<file path="src/rtl/ex_mem_stage.sv">
// ex_mem_stage: EX/MEM pipeline register with flush, bubble insertion, hold,
// multi-cycle accumulator loop-back and a saturating bubble counter.
module ex_mem_stage #(
    parameter int DATA_W  = 32,
    parameter int ADDR_W  = 5,
    parameter int STALL_W = 6,
    parameter int STAGE   = 3,
    parameter int CNT_W   = 2,
    parameter int PERF_W  = 16
) (
    input  logic                clk,
    input  logic                rst,
    input  logic                flush,
    input  logic [STALL_W-1:0]  stall,
    input  logic                ex_valid,
    input  logic [ADDR_W-1:0]   ex_wd,
    input  logic                ex_wreg,
    input  logic [DATA_W-1:0]   ex_wdata,
    input  logic [DATA_W-1:0]   ex_hi,
    input  logic [DATA_W-1:0]   ex_lo,
    input  logic                ex_whilo,
    input  logic [2*DATA_W-1:0] hilo_i,
    input  logic [CNT_W-1:0]    cnt_i,
    output logic                mem_valid,
    output logic [ADDR_W-1:0]   mem_wd,
    output logic                mem_wreg,
    output logic [DATA_W-1:0]   mem_wdata,
    output logic [DATA_W-1:0]   mem_hi,
    output logic [DATA_W-1:0]   mem_lo,
    output logic                mem_whilo,
    output logic [2*DATA_W-1:0] hilo_o,
    output logic [CNT_W-1:0]    cnt_o,
    output logic [PERF_W-1:0]   bubble_cnt
);
    logic s_cur, s_nxt, bubble, nop;
    assign s_cur  = stall[STAGE];
    assign s_nxt  = stall[STAGE+1];
    assign bubble = !flush && s_cur && !s_nxt;
    assign nop    = flush || bubble;
    always_ff @(posedge clk or posedge rst) begin
        if (rst) begin
            mem_valid <= 1'b0;
            mem_wd    <= '0;
            mem_wreg  <= 1'b0;
            mem_wdata <= '0;
            mem_hi    <= '0;
            mem_lo    <= '0;
            mem_whilo <= 1'b0;
            hilo_o    <= '0;
            cnt_o     <= '0;
        end else if (nop || !s_cur) begin
            mem_valid <= nop ? 1'b0 : ex_valid;
            mem_wd    <= nop ? '0 : ex_wd;
            mem_wreg  <= nop ? 1'b0 : ex_wreg;
            mem_wdata <= nop ? '0 : ex_wdata;
            mem_hi    <= nop ? '0 : ex_hi;
            mem_lo    <= nop ? '0 : ex_lo;
            mem_whilo <= nop ? 1'b0 : ex_whilo;
            // only a bubble keeps the stalled multi-cycle op's partial state alive
            hilo_o    <= bubble ? hilo_i : '0;
            cnt_o     <= bubble ? cnt_i : '0;
        end
    end
    always_ff @(posedge clk or posedge rst) begin
        if (rst)
            bubble_cnt <= '0;
        else if (bubble && bubble_cnt != '1)
            bubble_cnt <= bubble_cnt + 1'b1;
    end
endmodule
</file>
<file path="config.mk">
export PLATFORM = sky130hd
export DESIGN_NAME = ex_mem_stage
export DESIGN_NICKNAME = d
export VERILOG_FILES = /design/src/rtl/ex_mem_stage.sv
export SDC_FILE = /design/constraint.sdc
export NUM_CORES = 1
export LEC_CHECK = 0
export ABC_AREA = 1
export ABC_CLOCK_PERIOD_IN_PS = 17800
export BUFFER_PORTS_ARGS = -buffer_cell sky130_fd_sc_hd__clkbuf_2
export CAP_MARGIN = 15
export CORE_AREA = 2 2 140 142
export CTS_CLUSTER_SIZE = 16
export DETAILED_ROUTE_END_ITERATION = 8
export DIE_AREA = 0 0 142 144
export HOLD_SLACK_MARGIN = 0.12
export PLACE_DENSITY = 0.68
export SLEW_MARGIN = 20
export SYNTH_ARGS = -nofsm -noshare
export SYNTH_HDL_FRONTEND = slang
export SYNTH_SLANG_ARGS = --single-unit
</file>
<file path="constraint.sdc">
create_clock -name clk -period 17.8 [get_ports clk]
set_clock_uncertainty 0.15 [all_clocks]
set_input_delay 2.67 -clock clk [delete_from_list [all_inputs] [get_ports clk]]
set_output_delay 2.67 -clock clk [all_outputs]
set_load 0.1 [all_outputs]
</file>
; ---- Yosys cells after proc, flatten, opt, wreduce, memory -nomap -nowiden
; Cells that the tools add are included.
[totals]
reg_bits = 186
input_bits = 179
output_inout_bits = 186
elab_cells = 29
[op_classes]
addsub = 1
n_eq_ne = 1
n_mux = 9
reduce_logical = 8
[op_table]
columns = cell, count
row1 = 32-bit two-way mux, 3
row2 = 64-bit two-way mux, 1
row3 = 16-bit by 1-bit adder with 16-bit output (second input constant), 1
row4 = 16-bit != test (second input constant), 1
row5 = 5-bit two-way mux, 1
row6 = 1-bit logical AND, 3
row7 = 1-bit zero test, 3
row8 = 1-bit two-way mux, 3
row9 = 1-bit logical OR, 2
row10 = 2-bit two-way mux, 1

; ---- Depth between registers and ports, before layout
; Gate-level depths: netlist (run 1).
[depth]
word_depth = 5
depth_mapped = 9
ltp_nobuf = 9

; ---- Worst setup path after synthesis (run 1)
; No wires, ideal clock.
[synth_path]
path_type = register -> output
startpoint = register bubble_cnt[2]
endpoint = output port bubble_cnt[2]
arrival_time_ps = 997
required_time_ps = 14980
path_slack_ps = 13983
stages_incl_launch_ff = 1
n_path_buf = 0
cell_sequence = dfrtp_1
[synth_lines]
columns = element, line_no
row1 = from (decl), 33  ; output logic [PERF_W-1:0] bubble_cnt
row2 = from (signal assigned), 68  ; bubble_cnt <= bubble_cnt + 1'b1;
; No word-level cell between the ends.

; ---- Final worst setup path (run 1)
[layout_path]
startpoint = input port flush
endpoint = register mem_hi[5]
[layout_via]
elab_chain_cells = 5
word_cells_on_any_way = 6
classes_between = 1 x mux / 5 x reduce/logical
[layout_rtl]
columns = element, line_no
row1 = from (decl), 13  ; input logic flush,
row2 = 1-bit zero test, 38  ; assign bubble = !flush && s_cur && !s_nxt;
row3 = 1-bit logical AND (2 in series), 38
row4 = 1-bit logical OR *, 39  ; assign nop = flush || bubble;
row5 = 32-bit two-way mux or 1-bit logical OR (tied branches), "56, 51"
row6 = to (signal assigned), 56  ; mem_hi <= nop ? '0 : ex_hi;
row7 = to (decl), 28  ; output logic [DATA_W-1:0] mem_hi,
; Every way passes the cells marked *; elsewhere a longest branch is shown, timed or not.
; A chain may end at the register's enable or synchronous reset.

==> metrics, run 1 <==
outcome=finished, final reports clean; total CTS buffers=17; Final Max Slew Viols=0; pre-CTS setup slack=roughly 13000 ps; Tot GR Track Use=around a fifth; I/O pin count=365; CTS hold repair buffers=0; nets@finish=roughly 1.4k; Yosys cell types=29; Die Ht=~140 µm; drt drc=0; WL final=22210 µm; Worst-Margin Slew=between 1000 and 1500 ps; area delta synth->final=31.39%; total power=~0.0011 W; fin crit period=~4500 ps; Max Root-Sink Buffers=2; largest net degree at the start of global routing=~120; slew margin rel.=about 29%; crit end category=register; Core ar.=19080 µm²; Clk Latency, worst-skew pair=between 400 and 500 ps; final worst-path cycle share=25.56%; CTS clk-pin slew, worst paths=around 70 ps; Final setup viols=0; sequential share of the synthesized area=between 50% and 60%; 1st-pass router iterations=5; Setup crit start kind=primary input; Fmax achieved=approximately 0.22 GHz; WS Path Type=in -> reg; Starting Density=roughly two fifths; DRT antenna net count=0; Post-DP Area=9731 µm²; setup bufs post-CTS=0; number of I/O port buffers=between 300 and 400; post-route cell area=a little over 10000 µm²; Post-Synthesis Cells=a little under 900; Worst Setup Slack, final=approximately 13000 ps; layout cells sized above 1=33.79%; HPWL Detailed=about 16000 µm; via/cell ratio=4.721; # rows=51; TritonCTS clock tree=done; die width=between 100 and 150 µm; Fin Setup TNS=0 ps; root buffer cell=clkbuf_16; pwr/cell area=between 100 and 150 nW/µm²; Leak Pwr=5.315 nW; first-pass GRT wire length=between 30000 and 40000 µm; CTS resizes=0; Synth Register Bits=~190; syn nets=around 1.1k; via count=6935; VDD IR max=61.80 µV; Final GP Congestion=0.8610; Crit Path Max Fanout=about 120; die area=approximately 20000 µm²; Hold Path Class=reg -> reg; Max-Cap Viols=0; CTS Sinks=186; number of global-route vias before repair=6512; initial antenna violation count=0; H-tree depth=4; grt ovf=0; RSZ-0062 raised after global routing=no; syn_area_per_cell=slightly below 9 µm²; Fin. Hold Viols=0; yosys synthesis warning count=0; WL per Instance=roughly 15 µm; Starting DRT DRC Count=approximately 300; diode count=0; CP arrival=about 4700 ps; Synth Cell Area=slightly below 8000 µm²; Critical Path RT=17970 ps
sequential cells by signal, summed over array words and instances, names as in the netlist:
name / flops
mem_wreg: 1
mem_wdata: 32
cnt_o: 2
mem_hi: 32
mem_lo: 32
mem_whilo: 1
mem_valid: 1
mem_wd: 5
hilo_o: 64
bubble_cnt: 16
layout make-up:
type                       instances  area, µm²
fill                            1809       8798
multi-input combinational        457       2213
sequential                       186       4654
clock buffer                      20      436.7
clock inverter                    12      113.9
tap                              238      297.8
inverter                         190      718.2
timing repair buffer             366       1847
cells in the mapped netlist, drive strengths merged:
cell	count	area share (%)
nor3	2	0.13
xnor2	3	0.34
dfrtp	186	59
ha	1	0.16
buf	24	1.9
nand2	131	6.5
inv	190	9.1
clkbuf	24	1.2
and2	1	0.080
nor2	20	1.2
nand4	3	0.24
nand3	113	7.5
o21ai	180	12
xor2	1	0.11
nand3b	2	0.35
metal layers:
metal	global-route usage, %	share of wire, %	vias to the layer above
li1	-	-	3418
met1	26.29	41	3192
met2	34.96	49	291
met3	6.490	7.9	34
met4	7.421	2.3	0
met5	0	0	-
path summary, 6_finish.rpt:
path,startpoint,end,slack (ps),cells past startpoint
max,flush,mem_hi[5],13250,5
max reg2reg,bubble_cnt[0],bubble_cnt[11],15820,8
min in group asynchronous,rst,mem_lo[16],2140,2
min reg2reg,mem_lo[12],mem_lo[12],370,2
max in group asynchronous,rst,hilo_o[55],14020,3
min,mem_lo[12],mem_lo[12],370,2
report_power, final:
group | switching, W | internal, W
Clock | 0.000174 | 0.000184
Combinational | 0.000217 | 0.0000429
Sequential | 0.0000172 | 0.000444
Total | 0.000408 | 0.000670
cells in the final DEF (no fill, tap or decap):
master and instances:
o21ai_1 24, nor2_1 15, dfrtp_1 186, o21ai_2 4
clkinvlp_4 5, nor2_2 3, nand3b_1 1, nand3_2 1
clkinv_8 1, nand2_4 1, xnor2_1 3, o21ai_0 152
nand3_1 111, nand4_1 3, inv_6 2, nand2_2 3
nor3_1 2, clkbuf_2 360, ha_1 1, nand3_4 1
nand2_1 127, buf_4 6, clkbuf_1 3, inv_2 4
inv_1 185, xor2_1 1, clkbuf_16 17, inv_8 3
and2_1 1, nor2_4 2, nand3b_4 1, clkinv_4 2
through the flow:
stage | hold WS [ps] | utilization, % | instances
2_1_floorplan | 820.4 | - | 881
3_3_place_gp | 361.6 | 51.00 | 1437
3_5_place_dp | 363.2 | 51.00 | 1437
4_1_cts | 377.4 | 53.89 | 1469
5_1_grt | 397.0 | 53.89 | 1469
6_report | 373.3 | 53.89 | 1469
critical path: stages:
cell,delay (ps)
clkbuf_2,90
inv_2,370
nand3_4,540
buf_4,630
o21ai_0,350
cell families (layout without fill, tap and decap cells):
logic type                 Yosys count  count (layout)  share of synthesized area [%]
xor gates and xnor gates             4               4                         0.4478
DFF                                186             186                          59.48
buffers and inverters              238             588                          12.23
and+or+nand+nor                    272             272                          15.97
adders and majority gates            1               1                         0.1599
AOI/OAI and AO/OA                  180             180                          11.70
No activity file was read; power rests on OpenSTA's default activity.
==> run 2, diff against run 1 <==
ABC_AREA = 0   (was 1)
ABC_CLOCK_PERIOD_IN_PS = 4350   (was 17800)
CORE_AREA = 2 2 142 144   (was 2 2 140 142)
DIE_AREA = 0 0 144 146   (was 0 0 142 144)
PLACE_DENSITY = 0.6   (was 0.68)
clock period = 4.35 ns   (was 17.8 ns; I/O delays follow)
==> metrics, run 2 <==
outcome=finished, final reports clean; Tot GR Track Use=17.83% (-3.3 points); Worst-Margin Slew=974.5 ps (-90.46 ps); area delta synth->final=39.91%; Fin Setup TNS=0 ps (unchanged); Setup crit start kind=register; setup bufs post-CTS=0 (unchanged); Post-synth EDFFs=0 (unchanged); 1st-pass router iterations=4 (-1); VDD IR max=209.4 µV (+240%); pwr/cell area=469.3 nW/µm² (+350%); syn nets=631 (-41%); Buf/Inv on CP=0 (-3); H-tree depth=4 (unchanged); Clk pwr share=33.8% (+0.6 points); max reg flops=64 (unchanged); crit end category=register; nets@finish=979 (-30%); CTS hold repair buffers=0 (unchanged); CTS resizes=0 (unchanged); Flop pwr share=43.0% (+0.3 points); layout cells sized above 1=50.00% (+16 points); CTS clk-pin slew, worst paths=70 ps (about the same); reg2reg start=bubble_cnt[0]; Post-Synthesis Cells=451 (-49%); Hold Path Class=in -> async; RSZ-0062 raised after global routing=no; Final setup viols=0 (unchanged); syn_area_per_cell=14.83 µm² (+67%); CP max stage delay=810 ps (+180 ps); R2R Path End=bubble_cnt[11]; via/cell ratio=4.834 (+2.4%); HPWL Detailed=13070 µm (-16%); Sw Pwr=0.001630 W (+300%); top cell type's share of synthesized area=69.57% (+10 points); post-route cell area=9360 µm² (-9.0%); Fmax achieved=around 0.43 GHz; largest net degree at the start of global routing=90 (-24%); Top Layer Used=met4; most common cell after layout, fill and taps aside=clkbuf_2; most frequent cells in the layout=clkbuf_2, dfrtp_1, a22o_1; DR WL met2=9309 µm (-14%); I/O pin count=365 (unchanged); Synth Cell Area=6690 µm² (-15%); Starting DRT DRC Count=287 (-5.3%); Yosys cell types=25 (-14%); most frequent cell after synthesis=dfrtp_1; Comb pwr share=23.3% (-0.8 points); Leak Pwr=5.144 nW (-3.2%); first-pass GRT wire length=28920 µm (-15%); crit-path leading delay family=simple AND/OR/NAND/NOR gates; Fin. Hold Viols=0 (unchanged); number of I/O port buffers=360 (unchanged); die area=21020 µm² (+2.8%); Worst Reg-to-Reg Cells=5 (-3); sequential share of the synthesized area=69.57% (+10 points); CTS Sinks=186 (unchanged); Synth Register Bits=186 (unchanged); Crit Path Max Fanout=5 (-96%); die width=144 µm (+1.4%); Die Ht=146 µm (+1.4%); Post-synth ARST share=100.0% (unchanged); via count=5206 (-25%); Biggest register=hilo_o; TritonCTS clock tree=done; CP arrival=2450 ps (-2270 ps); slew margin rel.=34.88% (+5.9 points); final worst-path cycle share=between 50% and 60%; Starting Density=34.60% (-6.4 points); WL per Instance=17.60 µm (+16%); Max-Cap Viols=0 (unchanged); ranking of synthesized cells by area=dfrtp_1, a22o_1, clkbuf_1, xnor2_1, nand4_1; ys flop type=dfrtp_1; diode count=0 (unchanged); total CTS buffers=17 (unchanged); grt ovf=0 (unchanged); fin crit period=approximately 2300 ps; yosys synthesis warning count=0 (unchanged); number of global-route vias before repair=4958 (-24%); Critical Path RT=4500 ps (-13470 ps); Final Max Slew Viols=0 (unchanged); Core ar.=19330 µm² (+1.3%); fill cell count=1782 (-1.5%); Post-synth top cells=dfrtp_1, a22o_1, clkbuf_1, nand4_1; r2r setup slk=2050 ps (-13770 ps); DRT antenna net count=0 (unchanged); WL final=18960 µm (-15%); # rows=51 (unchanged); Clk Latency, worst-skew pair=420 ps (about the same); WS Path Type=reg -> reg; Met3 Wirelength=1527 µm (-13%); Post-DP Area=8793 µm² (-9.6%); drt drc=0 (unchanged); initial antenna violation count=0 (unchanged); Met1 Wirelength=7897 µm (-14%); switch share=37.10% (-0.74 points); Internal=0.002763 W (+310%); largest area contributor in the netlist=dfrtp_1; Final GP Congestion=0.7868 (-8.6%); Max Root-Sink Buffers=2 (unchanged); worst-path cell chain=ha_1 > nand4_1 > nor4_1 > nor3_1 > xor2_1; root buffer cell=clkbuf_16; Max stage delay cell, worst path=nor4_1
==> run 2: cell count changes after synthesis, sizes merged, moves of 14 or more <==
cell and delta:
nand2 -124, o21ai -180, a22o +170, nand3 -109, inv -189, buf -15, nor2 -14
==> run 2: area by class of cell <==
cell class / count / area, µm² / share of cell area [%]
clock buffer: 19 / 432.9 / 4.625
clock inverter: 13 / 133.9 / 1.430
inverter: 1 / 7.507 / 0.08020
multi-input combinational: 227 / 1903 / 20.33
sequential: 186 / 4654 / 49.73
tap: 265 / 331.6 / 3.542
timing repair buffer: 366 / 1897 / 20.26
==> run 2: worst register-to-register path, cell delays in order (launching register included) <==
cell     delay, ps
dfrtp_1        440
ha_1           220
nand4_1        200
nor4_1         810
nor3_1         180
xor2_1         180
==> run 2: how the worst max path moves through the flow <==
stage                        from        endpoint  cells after the start
global placement            flush      mem_lo[27]                      4
floorplan                     rst   bubble_cnt[0]                      1
detailed placement          flush       mem_hi[8]                      4
finish              bubble_cnt[0]  bubble_cnt[11]                      5
global route        bubble_cnt[0]  bubble_cnt[11]                      5
CTS                 bubble_cnt[0]  bubble_cnt[11]                      5
==> run 2: metrics by stage <==
stage	setup slack, ps	utilization [%]	cells	hold slack [ps]	power, W
6_report	2047	48.41	1077	236.4	0.004393
3_3_place_gp	1893	45.48	1045	335.5	0.002947
4_1_cts	2046	48.41	1077	245.9	0.004457
5_1_grt	1833	48.41	1077	264.9	0.004579
3_5_place_dp	1869	45.48	1045	338.9	0.002952
2_1_floorplan	1155	-	451	635.1	0.002707
==> run 2: per-layer routing <==
layer,vias up,track usage [%]
li1,2434,-
met1,2545,22.92
met2,215,28.79
met3,12,6.219
met4,0,4.608
met5,-,0
==> run 2: cells by family (layout without fill, tap and decap cells) <==
family / after synthesis / after routing / synth area share [%]
adder cells (fa/ha/maj): 1 / 1 / 0.1870
XOR/XNOR: 13 / 13 / 1.702
buffers and inverters: 38 / 399 / 2.207
flip-flops: 186 / 186 / 69.57
AND/OR/NAND/NOR: 39 / 39 / 3.404
multiplexers: 3 / 3 / 0.5049
AO/OA/AOI/OAI: 171 / 171 / 22.42
==> run 2: power by group through the flow <==
stage	sequential [W]	clock (W)	combinational [W]
2_1_floorplan	0.00256	0	0.000148
3_3_place_gp	0.00192	0	0.00103
3_5_place_dp	0.00192	0	0.00103
4_1_cts	0.00189	0.00154	0.00103
5_1_grt	0.00190	0.00161	0.00106
6_report	0.00189	0.00148	0.00102
